==> src/rtl/fifo_pkg.sv <==
// Shared async-FIFO helpers: Gray/binary conversion and default address width.
// Used by both the write_ptr and read_ptr pointer blocks.
package fifo_pkg;

  localparam int unsigned ADDR_SIZE_DEF = 3;

  function automatic logic [31:0] bin2gray(input logic [31:0] b);
    return b ^ (b >> 1);
  endfunction

  // Each binary bit is the XOR of all Gray bits at or above it
  function automatic logic [31:0] gray2bin(input logic [31:0] g);
    logic [31:0] b;
    b = '0;
    for (int i = 0; i < 32; i++) begin
      b[i] = ^(g >> i);
    end
    return b;
  endfunction

endpackage

==> src/rtl/gray_to_bin.sv <==
// Parameterised Gray-to-binary converter (combinational).
// Used by write_ptr when WRITE_PTR_ALMOST_FULL_EN is defined.
module gray_to_bin
  import fifo_pkg::*;
#(
  parameter int W = 4
) (
  input  logic [W-1:0] gray_i,
  output logic [W-1:0] bin_o
);

  assign bin_o = W'(gray2bin(32'(gray_i)));

endmodule

==> src/rtl/write_ptr.sv <==
// Write-domain pointer and full flag of the async FIFO.
// Optional almost_full_o when WRITE_PTR_ALMOST_FULL_EN is defined.
module write_ptr
  import fifo_pkg::*;
#(
  parameter int ADDR_SIZE = ADDR_SIZE_DEF
) (
  input  logic                 clk_i,
  input  logic                 rst_i,
  input  logic [ADDR_SIZE:0]   wr_ptr_2_i,
  input  logic                 inc_i,
  output logic [ADDR_SIZE:0]   ptr_o,
  output logic [ADDR_SIZE-1:0] addr_o,
`ifdef WRITE_PTR_ALMOST_FULL_EN
  output logic                 almost_full_o,
`endif
  output logic                 fifo_full_o
);

  localparam int PW = ADDR_SIZE + 1;

  logic [PW-1:0] bin_q, bin_d;
  logic [PW-1:0] ptr_q, ptr_d;
  logic          full_q, full_d;
  logic [PW-1:0] full_cmp;

  assign bin_d = bin_q + {{ADDR_SIZE{1'b0}}, inc_i & ~full_q};
  assign ptr_d = PW'(bin2gray(32'(bin_d)));

  // Full when writer is one lap ahead: top two Gray bits inverted
  assign full_cmp = {~wr_ptr_2_i[ADDR_SIZE:ADDR_SIZE-1],
                     wr_ptr_2_i[ADDR_SIZE-2:0]};
  assign full_d   = (ptr_d == full_cmp);

  always_ff @(posedge clk_i or posedge rst_i) begin
    if (rst_i) begin
      bin_q  <= '0;
      ptr_q  <= '0;
      full_q <= 1'b0;
    end else begin
      bin_q  <= bin_d;
      ptr_q  <= ptr_d;
      full_q <= full_d;
    end
  end

  assign ptr_o       = ptr_q;
  assign addr_o      = bin_q[ADDR_SIZE-1:0];
  assign fifo_full_o = full_q;

`ifdef WRITE_PTR_ALMOST_FULL_EN
  logic [PW-1:0] rbin;
  logic [PW-1:0] occ_d;
  logic          af_q, af_d;

  gray_to_bin #(
    .W(PW)
  ) u_g2b (
    .gray_i(wr_ptr_2_i),
    .bin_o (rbin)
  );

  assign occ_d = bin_d - rbin;
  assign af_d  = (occ_d >= PW'((1 << ADDR_SIZE) - 1));

  always_ff @(posedge clk_i or posedge rst_i) begin
    if (rst_i) begin
      af_q <= 1'b0;
    end else begin
      af_q <= af_d;
    end
  end

  assign almost_full_o = af_q;
`endif

endmodule

==> config.mk <==
export PLATFORM = sky130hd
export DESIGN_NAME = write_ptr
export DESIGN_NICKNAME = d
export VERILOG_FILES = /design/src/rtl/fifo_pkg.sv /design/src/rtl/gray_to_bin.sv /design/src/rtl/write_ptr.sv
export SDC_FILE = /design/constraint.sdc
export NUM_CORES = 1
export LEC_CHECK = 0
export BUFFER_PORTS_ARGS = -buffer_cell sky130_fd_sc_hd__buf_2
export CAP_MARGIN = 25
export CORE_AREA = 4 4 41 43
export DETAILED_ROUTE_END_ITERATION = 8
export DIE_AREA = 0 0 45 47
export MAX_ROUTING_LAYER = met4
export REMOVE_ABC_BUFFERS = 1
export SETUP_SLACK_MARGIN = 0.5
export SYNTH_ARGS = -nofsm -noshare
export SYNTH_HDL_FRONTEND = slang
export SYNTH_HIERARCHICAL = 1
export SYNTH_SLANG_ARGS = --single-unit
==> constraint.sdc <==
create_clock -name clk_i -period 2 [get_ports clk_i]
set_input_delay 0.3 -clock clk_i [delete_from_list [all_inputs] [get_ports clk_i]]
set_output_delay 0.3 -clock clk_i [all_outputs]
set_load 0.05 [all_outputs]
# ---- Word level (Yosys, flattened, before mapping)
# Index checks and enable logic that the tools add are counted.
dict set report totals {
  regBits 9
  word_cells 9
}
dict set report op_classes {
  eq_ne 1
  n_addsub 1
  n_bitwise 4
}
# op count
set op_table {}
lappend op_table {{$add 4x1->4} 1}
lappend op_table {{$eq 4x4->1} 1}
lappend op_table {{$xor 4x3->4} 1}
lappend op_table {{$not 2->2} 1}
lappend op_table {{$and 1x1->1} 1}
lappend op_table {{$not 1->1} 1}

# ---- Depth between registers and ports, before layout
dict set report logic_depth {
  ltp_word 5
  ltp_mapped 8
}

# ---- Least setup slack after synthesis
# No wires, ideal clock.
dict set report synth_path {
  kind {reg-to-reg}
  from {register full_q (netlist: fifo_full_o)}
  to {register full_q (netlist: fifo_full_o)}
  setup_slack_ns -0.081
  n_path_buf 0
  t_required_ns 1.875
  period_less_slack_ns 2.081
  stages_incl_launch_ff 8
  arrival_ns 1.956
  path_cell_list {dfrtp_1 -> nor2b_1 -> ha_1 -> ha_1 -> xor2_1 -> or3_2 -> nand4_1 -> nor4_2}
}
dict set report synth_via {
  elab_chain_len 5
}
# element line_no
set synth_lines {}
lappend synth_lines {{start, declared} write_ptr.sv:24} ;# logic full_q, full_d;
lappend synth_lines {{start signal, assigned} write_ptr.sv:43} ;# full_q <= full_d;
lappend synth_lines {{$not 1->1} write_ptr.sv:27} ;# assign bin_d = bin_q + {{ADDR_SIZE{1'b0}}, inc_i & ~full_q};
lappend synth_lines {{$and 1x1->1} write_ptr.sv:27}
lappend synth_lines {{$add 4x1->4} write_ptr.sv:27}
lappend synth_lines {{$xor 4x3->4} fifo_pkg.sv:8} ;# return b ^ (b >> 1);
lappend synth_lines {{$eq 4x4->1} write_ptr.sv:33} ;# assign full_d = (ptr_d == full_cmp);
lappend synth_lines {{net full_d} write_ptr.sv:24}
# The timed path passes the listed nets, and every way through them passes these cells.

# ---- Worst setup path in the final report
# Same ends and word-level chain as after synthesis.

==> out/results.tsv <==
stage	metric	value	unit
status	run_status	completed	
final_layout	seqCellArea	201	sq um
route	detail_route.iter0.violations	2	
sta	setup_viol	0	
logic_synthesis	ys_seq_elements	8	
route	dr_wl_met3	59	um
clocking	cts_buffers	3	
route	wire_per_inst	12.0	um
sta	final.setup.worst_slack	0.370	ns
sta	layout_min_cycle_time	1.63	ns
sta	min_period_over_period	0.815	
floorplanning	core	1300	sq um
placement	routabilityCongestion	0.762	
global_route	grt_pass1_vias	352	
final_layout	multi_input_area	320	sq um
sta	fin_skew	0.00461	ns
logic_synthesis	synth_top_area_share	0.440	
global_route	grt_overflow	0	
global_route	grt_pass1_wl	1500	um
logic_synthesis	synth_commonest_cells	dfrtp_1 (8), xnor2_1 (6), nand2_1 (3)	
critical_path	critPathBufInv	0	
sta	finalSetupTns	0	ns
global_route	grt_max_degree	9	
logic_synthesis	ys_warn_count	6	
floorplanning	start_util	0.350	
route	avgViaCountPerCell	4.68	
clocking	clockBufferDepth	2	
final_layout	final_nets	70	
final_layout	drive_gt1_frac	0.559	
route	wl_met1	394	um
global_route	antenna_found_initial	0	
critical_path	critPathMaxFanout	5	
critical_path	cpPeakStageDelay	0.37	ns
route	ant_nets	0	
floorplanning	die_h	47	um
floorplanning	die_x	45	um
final_layout	fin_util	0.517	
clocking	clk-insertion-delay-late	0.26	ns
route	wl	886	um
floorplanning	num_io_pins	15	
logic_synthesis	synth_area_leaders	dfrtp_1 (44%), xnor2_1 (12%), xor2_4 (6.0%)	
critical_path	crit_path_start_kind	flop	
clocking	cts.sinks	8	
sta	worst_slew_pin_slew	0.319	ns
clocking	clk_pin_slew_worst_paths	0.06	ns
clocking	cts-root-buf	clkbuf_4	
placement	preCtsSetupSlack	0.0973	ns
clocking	cts_tree	yes	
critical_path	endpoint_kind	flop	
sta	rsz0062_at_grt	yes	
sta	maxSlewHeadroom	0.787	
logic_synthesis	yosysMostFrequentCell	dfrtp_1	
route	top_layer_used	met4	
route	num_vias	346	
logic_synthesis	synth_edf_count	0	
critical_path	crit_path_cell_trace	nor2b_1, ha_2, ha_4, xor2_4, o21ba_4, a22oi_2, nor4_2	
final_layout	diodes	0	
logic_synthesis	async_reset_ff_frac	1.00	
logic_synthesis	synth.distinct_cells	19	
route	dr.pass1.iters	4	
floorplanning	fp.dieArea	2120	sq um
critical_path	critical_path.top_delay_family	adder cells	
global_route	grt_usage	0.109	
logic_synthesis	syn-cell-area	455	sq um
clocking	htree_levels	1	
route	wl_met2	407	um
route	drcViolationCount	0	
job	max_cap_violations	0	
sta	hold_violations	0	
sta	fmax	614	MHz
critical_path	crit_required	2.14	ns
final_layout	area.growth.synth_to_final	47.8	%
critical_path	critPathKind	flop to flop	
logic_synthesis	synthCells	39	
logic_synthesis	ys_seq_area_frac	0.440	
placement	numPortBuffers	14	
critical_path	arrival	1.77	ns
floorplanning	num_rows	13	
sta	finalMaxSlewViolations	0	
critical_path	cpMaxStageDelayCell	dfrtp_1	
final_layout	fillers	129	
hold_path	hold_class	primary input to flop	
logic_synthesis	synth_top_cell_by_area	dfrtp_1	
sta	timing.hold.ws	0.356	ns
logic_synthesis	synth_ff_type	dfrtp_1	
logic_synthesis	avgSynthCellArea	11.7	sq um
layout by cell type (no fill, tap or decap), types with 2 or more instances in the layout:
cell and instances:
nand4_1 2, buf_4 3, xnor2_1 4, nand2_1 3, a21oi_1 2, buf_2 14, dfrtp_1 7, xor2_4 2
clkbuf_4 3, inv_1 2
state kept, by name, summed over array words and instances (netlist names):
signal,cells
bin_q,4
fifo_full_o,1
ptr_o,3
final timing paths:
path,start,end,slack (ns),cells after the start
worst min-delay path,wr_ptr_2_i[3],fifo_full_o,0.36,3
worst max register to register,fifo_full_o,fifo_full_o,0.37,7
min in group asynchronous,rst_i,ptr_o[2],0.53,3
max in group asynchronous,rst_i,bin_q[2],1.21,3
worst min register to register,bin_q[0],bin_q[0],0.62,1
worst max-delay path,fifo_full_o,fifo_full_o,0.37,7
timing repair:
action / CTS / global route
setup buffers: 1 / 0
hold buffers: 1 / 0
gates resized for setup: 12 / 1
endpoints found under the hold margin: 8 / 0
endpoints found under the setup margin: 2 / 2
pin swaps: 9 / 0
cell families (layout without fill, tap and decap cells):
family                   Yosys count  in the layout  share of synthesized area
buffers and inverters              3             23                     0.0330
XOR/XNOR                           9              9                      0.214
AO/OA/AOI/OAI                      5              5                     0.0879
adder cells (fa/ha/maj)            2              2                     0.0549
multiplexers                       1              1                     0.0220
AND/OR/NAND/NOR                   11             11                      0.148
flip-flops                         8              8                      0.440
layout make-up:
type                    count  share of cell area
well taps                  15              0.0279
multi-input cells          28               0.476
inverters                   2              0.0112
repair buffers             18               0.152
clock buffers               3              0.0335
flip-flops and latches      8               0.299
layer usage:
layer,vias up,global-route usage
li1,174,-
met3,4,0.0268
met5,-,-
met1,158,0.122
met4,0,0.0877
met2,10,0.164
metrics by stage:
stage,instances,instance area (sq um)
final,74,673
after global routing,74,673
after CTS,74,672
after detailed placement,69,552
after global placement,69,552
after floorplan,38,448
worst register-to-register path, delay by kind of cell, from the launching register on:
family / cells / cell delay, ns
XOR/XNOR: 1 / 0.23
AO/OA/AOI/OAI: 2 / 0.31
flip-flops: 1 / 0.37
AND/OR/NAND/NOR: 2 / 0.18
adder cells (fa/ha/maj): 2 / 0.41
Power is not shown: default switching activity piles up to over one toggle a cycle in this logic, so the estimate is an artifact.
